### src/rtl/register_file_sb_if.sv
// Decode/writeback-side bus of the scoreboarded register file.
// Read_Data, Read_Busy and Issue_Stall are combinational; Busy_Count is registered.
interface register_file_sb_if #(
  parameter int unsigned DATA_WIDTH = 32,
  parameter int unsigned ADDR_WIDTH = 5,
  parameter int unsigned NUM_READ   = 2
);
  logic [NUM_READ*ADDR_WIDTH-1:0] Read_Register;
  logic [NUM_READ*DATA_WIDTH-1:0] Read_Data;
  logic [NUM_READ-1:0]            Read_Busy;
  logic                           Write_Enable;
  logic [ADDR_WIDTH-1:0]          Write_Register;
  logic [DATA_WIDTH-1:0]          Write_Data;
  logic                           Issue_Enable;
  logic [ADDR_WIDTH-1:0]          Issue_Register;
  logic                           Issue_Stall;
  logic [ADDR_WIDTH:0]            Busy_Count;

  modport master (
    output Read_Register, Write_Enable, Write_Register, Write_Data,
           Issue_Enable, Issue_Register,
    input  Read_Data, Read_Busy, Issue_Stall, Busy_Count
  );

  modport slave (
    input  Read_Register, Write_Enable, Write_Register, Write_Data,
           Issue_Enable, Issue_Register,
    output Read_Data, Read_Busy, Issue_Stall, Busy_Count
  );
endinterface

### src/rtl/register_file_sb.sv
// Multi-port architectural register file with write-to-read bypass and a
// per-register busy scoreboard for RAW/WAW hazard detection at decode.
module register_file_sb #(
  parameter int unsigned DATA_WIDTH = 32,
  parameter int unsigned ADDR_WIDTH = 5,
  parameter int unsigned NUM_READ   = 2,
  parameter int unsigned ZERO_REG   = 1,
  parameter int unsigned BYPASS     = 1
) (
  input  logic              Clock,
  input  logic              Reset_n,
  register_file_sb_if.slave bus
);
  localparam int unsigned DEPTH = 2**ADDR_WIDTH;
  localparam int unsigned CNT_W = ADDR_WIDTH + 1;

  logic [DATA_WIDTH-1:0] regs [DEPTH];
  logic [DEPTH-1:0]      busy;
  logic [DEPTH-1:0]      busy_next;
  logic [CNT_W-1:0]      busy_cnt_next;
  logic                  wr_ok;
  logic                  iss_ok;
  logic                  wr_hits_iss;
  logic                  stall;

  // Register 0 is hardwired when ZERO_REG is set: writes and issues to it are dropped.
  assign wr_ok       = bus.Write_Enable && !((ZERO_REG != 0) && (bus.Write_Register == '0));
  assign wr_hits_iss = bus.Write_Enable && (bus.Write_Register == bus.Issue_Register);
  assign stall       = bus.Issue_Enable && busy[bus.Issue_Register] && !wr_hits_iss;
  assign iss_ok      = bus.Issue_Enable && !stall &&
                       !((ZERO_REG != 0) && (bus.Issue_Register == '0));

  assign bus.Issue_Stall = Reset_n && stall;

  // Writeback clears first, then an accepted issue sets, so the new producer wins.
  always_comb begin
    busy_next     = busy;
    busy_cnt_next = '0;
    if (wr_ok)  busy_next[bus.Write_Register] = 1'b0;
    if (iss_ok) busy_next[bus.Issue_Register] = 1'b1;
    for (int unsigned i = 0; i < DEPTH; i++) begin
      busy_cnt_next = busy_cnt_next + CNT_W'(busy_next[i]);
    end
  end

  always_ff @(posedge Clock or negedge Reset_n) begin
    if (!Reset_n) begin
      busy           <= '0;
      bus.Busy_Count <= '0;
    end else begin
      busy           <= busy_next;
      bus.Busy_Count <= busy_cnt_next;
    end
  end

  always_ff @(posedge Clock or negedge Reset_n) begin
    if (!Reset_n) begin
      for (int unsigned i = 0; i < DEPTH; i++) regs[i] <= '0;
    end else if (wr_ok) begin
      regs[bus.Write_Register] <= bus.Write_Data;
    end
  end

  // One combinational read port per slice of the packed address/data buses.
  for (genvar g = 0; g < NUM_READ; g++) begin : g_read
    logic [ADDR_WIDTH-1:0] ra;
    logic                  is_zero;
    logic                  hit_wr;

    assign ra      = bus.Read_Register[g*ADDR_WIDTH +: ADDR_WIDTH];
    assign is_zero = (ZERO_REG != 0) && (ra == '0);
    assign hit_wr  = bus.Write_Enable && (bus.Write_Register == ra);

    assign bus.Read_Data[g*DATA_WIDTH +: DATA_WIDTH] =
        (!Reset_n || is_zero)       ? '0 :
        ((BYPASS != 0) && hit_wr)   ? bus.Write_Data :
                                      regs[ra];

    assign bus.Read_Busy[g] = Reset_n && !is_zero && busy[ra] && !hit_wr;
  end
endmodule

### src/flat_wrapper.sv
// flat-port wrapper written by rule: the top's interface ports become plain ports
module register_file_sb_flat 
#(
  parameter int unsigned DATA_WIDTH = 32,
  parameter int unsigned ADDR_WIDTH = 5,
  parameter int unsigned NUM_READ   = 2,
  parameter int unsigned ZERO_REG   = 1,
  parameter int unsigned BYPASS     = 1
)
  (Clock, Reset_n, bus_Read_Register, bus_Write_Enable, bus_Write_Register, bus_Write_Data, bus_Issue_Enable, bus_Issue_Register, bus_Read_Data, bus_Read_Busy, bus_Issue_Stall, bus_Busy_Count);
  register_file_sb_if #(.DATA_WIDTH(DATA_WIDTH), .ADDR_WIDTH(ADDR_WIDTH), .NUM_READ(NUM_READ)) bus_i ();
  input  logic Clock;
  input  logic Reset_n;
  input wire logic [$bits(bus_i.Read_Register)-1:0] bus_Read_Register;
  input wire logic [$bits(bus_i.Write_Enable)-1:0] bus_Write_Enable;
  input wire logic [$bits(bus_i.Write_Register)-1:0] bus_Write_Register;
  input wire logic [$bits(bus_i.Write_Data)-1:0] bus_Write_Data;
  input wire logic [$bits(bus_i.Issue_Enable)-1:0] bus_Issue_Enable;
  input wire logic [$bits(bus_i.Issue_Register)-1:0] bus_Issue_Register;
  output wire logic [$bits(bus_i.Read_Data)-1:0] bus_Read_Data;
  output wire logic [$bits(bus_i.Read_Busy)-1:0] bus_Read_Busy;
  output wire logic [$bits(bus_i.Issue_Stall)-1:0] bus_Issue_Stall;
  output wire logic [$bits(bus_i.Busy_Count)-1:0] bus_Busy_Count;
  assign bus_i.Read_Register = bus_Read_Register;
  assign bus_i.Write_Enable = bus_Write_Enable;
  assign bus_i.Write_Register = bus_Write_Register;
  assign bus_i.Write_Data = bus_Write_Data;
  assign bus_i.Issue_Enable = bus_Issue_Enable;
  assign bus_i.Issue_Register = bus_Issue_Register;
  assign bus_Read_Data = bus_i.Read_Data;
  assign bus_Read_Busy = bus_i.Read_Busy;
  assign bus_Issue_Stall = bus_i.Issue_Stall;
  assign bus_Busy_Count = bus_i.Busy_Count;
  register_file_sb #(.DATA_WIDTH(DATA_WIDTH), .ADDR_WIDTH(ADDR_WIDTH), .NUM_READ(NUM_READ), .ZERO_REG(ZERO_REG), .BYPASS(BYPASS)) u_core (.Clock(Clock), .Reset_n(Reset_n), .bus(bus_i));
endmodule
### config.mk
export PLATFORM = sky130hd
export DESIGN_NAME = register_file_sb_flat
export DESIGN_NICKNAME = d
export VERILOG_FILES = /design/src/rtl/register_file_sb_if.sv /design/src/rtl/register_file_sb.sv /design/src/flat_wrapper.sv
export SDC_FILE = /design/constraint.sdc
export NUM_CORES = 2
export LEC_CHECK = 0
export BUFFER_PORTS_ARGS = -buffer_cell sky130_fd_sc_hd__buf_2
export CORE_MARGIN = 3
export CORE_UTILIZATION = 65
export DETAILED_ROUTE_END_ITERATION = 6
export HOLD_SLACK_MARGIN = 0.02
export PLACE_DENSITY = 0.85
export SYNTH_ARGS = -nofsm -noshare
export SYNTH_HDL_FRONTEND = slang
export SYNTH_SLANG_ARGS = --single-unit
### constraint.sdc
create_clock -name Clock -period 11.3 [get_ports Clock]
set_clock_uncertainty 0.2 [all_clocks]
set_input_delay 1.13 -clock Clock [delete_from_list [all_inputs] [get_ports Clock]]
set_output_delay 1.13 -clock Clock [all_outputs]
set_load 0.02 [all_outputs]
==> results.md <==
* Post-cts resize count at 0
* Worst hold stages at 0
* Max Slew Vio Count at 0
* Synth Instances at 3838
* Detailed Routing Iterations Pass 1 at 6
* Antenna cell count at 0
* Worst min path class: flop to flop
* Clock Latency Late Sink at 0.69 ns
* RD Place Congestion at 0.914
* Drt drc at 0
* Dominant synthesized flop cell: dfrtp_1
* Number of global-route vias before repair at 38600
* Global route total overflow at 0
* Unique masters post-synth at 61
* GR peak layer: met2
* Clock sink count at 1062
* Mapped Nets at 3926
* Per-cell routed wire length at 32.3 µm
* GRT met3 Usage at 8.84%
* Worst Path Arrival at 8.02 ns
* Initial antenna violation count at 3
* Critical Path Sink Type: flop
* Placed insts at 4758
* Largest net degree at the start of global routing at 194
* Least-Margin Pin Slew at 1.28 ns
* Unrepaired setup endpoints after global routing: no
* Max-cap check violation count at 0
* Core area at 86900 µm²
* ANT nets after route at 0
* Reg2reg start: u_core.busy[20]$_DFF_PN0_
* Synth top area share at 46.6%
* CTS tree: yes
* Number of synthesized register bits at 1062
* Fin crit share at 67.5%
* Num CTS Buffers at 111
* Outcome: finished, final reports clean
* Final WL at 160 mm
* Min Clock Period, post-route at 7.62 ns
* Clock-pin slew on the worst setup and hold paths at 0.06 ns
* Via/cell ratio at 7.48
* Hold buffer count at CTS at 0
* Met1 usage at 47.1%
* Cell area after synthesis at 57100 µm²
* Req. time, crit path at 11.70 ns
* Post-synth EDFFs at 0
* Ys async rst share at 100%
* Worst-case reg-to-reg path depth at 21
* Hold path endpoint: u_core.regs[1002]$_DFFE_PN0P_
* Die area at 91400 µm²
* Layout area overhead at 8.25%
* Syn Area/Cell at 14.9 µm²
* Layout cell share with drive strength beyond 1 at 50.9%
* Iteration-0 DRC Markers at 4390
* Post-Layout Cell Count at 4962
* Via count at 37100
* Setup TNS at 0 ns
* Die Wd at 302 µm
* Top post-synthesis cells by area: dfrtp_1, mux4_2, mux2_2
* Number of port buffers at 128
* Cell taking the most area after synthesis: dfrtp_1
* Most frequent cell after synthesis: dfrtp_1
* Clock root cell: clkbuf_16
* Die height at 302 µm
* Setup CP Type: input pin to flop
* Met2 GRT Util at 56.4%
* DP HPWL at 86.1 mm
* Power Dens Cells at 202 nW/µm²
* Register area share after synthesis at 46.6%
* # IOs at 129
* Top post-synthesis cells by count: dfrtp_1, mux2_2, mux4_2, o22ai_1, clkbuf_1
* Setup bufs post-CTS at 0
* Tot GR Track Use at 35.7%
* Fin. Hold Viols at 0
* Max Clk Rate at 131 MHz
* Leakage at 26.8 nW
* Worst setup SP type: input pin
* Max_slew headroom at 14.2%
* Final setup violating endpoints at 0
* Hold_sp: u_core.regs[1002]$_DFFE_PN0P_
* R2r setup slk at 4.25 ns
* CTS Buffer Depth at 3
* Max VDD drop at 351 µV
* YS warnings at 0
* Cell row count at 108
* Initial core utilization at 65.7%
* H-tree depth at 3
* Max FO, Critical Path at 23
* Global-route wire length before repair at 242 mm
* RR Endpoint: u_core.bus.Busy_Count[4]$_DFF_PN0_
* Fin nets at 3804
[layout make-up]
class,count,area (µm²)
repair buffers,199,1270
well taps,1155,1450
flip-flops and latches,1062,26600
inverters,43,161
multi-input cells,2299,28600
fillers,5289,25100
clock buffers,176,3430
clock inverters,28,299
[worst max-delay path by stage]
stage / start / end / slack [ns] / cells past startpoint
after floorplan: bus_Issue_Register[0] / u_core.bus.Busy_Count[4]$_DFF_PN0_ / 3.91 / 23
after global placement: bus_Issue_Register[2] / u_core.bus.Busy_Count[4]$_DFF_PN0_ / 3.12 / 22
after CTS: bus_Issue_Register[0] / u_core.bus.Busy_Count[4]$_DFF_PN0_ / 3.71 / 22
final: bus_Issue_Register[0] / u_core.bus.Busy_Count[4]$_DFF_PN0_ / 3.68 / 22
after global routing: bus_Issue_Register[0] / u_core.bus.Busy_Count[4]$_DFF_PN0_ / 3.32 / 22
after detailed placement: bus_Issue_Register[0] / u_core.bus.Busy_Count[4]$_DFF_PN0_ / 3.02 / 22
[routing by layer]
layer | wire, µm | part of all wire [%] | up-vias
met2 | 76800 | 48 | 2192
li1 | - | - | 14600
met3 | 16200 | 10 | 579
met4 | 8680 | 5.4 | 2
met1 | 58500 | 36 | 19700
met5 | 17 | 0.011 | -
[registers in the layout (all words and copies together) (netlist names)]
name / cells
u_core.bus.Busy_Count: 6
u_core.regs: 1024
u_core.busy: 32
[layout by cell type, fill, tap and decap left out, types with 24 or more instances in the layout]
cell type	instances
dfrtp_1	1062
fa_1	24
nand2_1	33
mux2_4	58
mux4_2	514
o21ai_0	31
buf_2	123
inv_1	42
clkbuf_1	30
nor2_1	133
buf_4	67
clkbuf_16	116
o22ai_1	256
mux2_2	935
mux2i_1	42
clkbuf_8	30
a32o_1	62
[stage by stage]
step | total power (W) | util (%) | hold slack, ns | cell area (µm²) | worst slack [ns]
after floorplan | 0.00784 | - | 0.241 | 57100 | 3.91
after global placement | 0.00851 | 66.8 | 0.176 | 58100 | 3.12
after detailed placement | 0.00874 | 66.8 | 0.182 | 58100 | 3.02
after CTS | 0.0125 | 71.1 | 0.197 | 61800 | 3.71
after global routing | 0.0131 | 71.1 | 0.203 | 61800 | 3.32
final | 0.0125 | 71.1 | 0.192 | 61800 | 3.68
[cells by family (layout without fill, tap and decap cells)]
| logic type | after synthesis | after routing | synth area share, % |
|---|---|---|---|
| AO/OA/AOI/OAI | 422 | 422 | 5.18 |
| buffers and inverters | 477 | 446 | 3.75 |
| adder cells (fa/ha/maj) | 32 | 32 | 1.02 |
| flip-flops | 1062 | 1062 | 46.6 |
| multiplexers | 1549 | 1549 | 41.0 |
| AND/OR/NAND/NOR | 278 | 278 | 2.23 |
| XOR/XNOR | 18 | 18 | 0.276 |
[report_power, final]
group	internal [W]	total, W	switching [W]
registers	0.00458	0.00515	0.000574
logic	0.00196	0.00358	0.00162
clock network	0.00218	0.00372	0.00154
[worst max-delay path, cell delays in order]
cell	delay (ns)
buf_2	0.45
mux2i_1	0.28
o22ai_1	0.11
nor4_1	0.48
o21bai_2	0.38
o21ai_0	0.37
ha_1	0.30
fa_1	0.48
inv_1	0.05
fa_1	0.47
inv_1	0.05
fa_1	0.51
inv_1	0.06
fa_1	0.47
fa_1	0.50
inv_1	0.06
fa_1	0.47
fa_1	0.43
fa_1	0.47
a21o_1	0.19
a21oi_1	0.16
xnor2_1	0.14
Note: power is estimated with default switching activity, not from simulation.
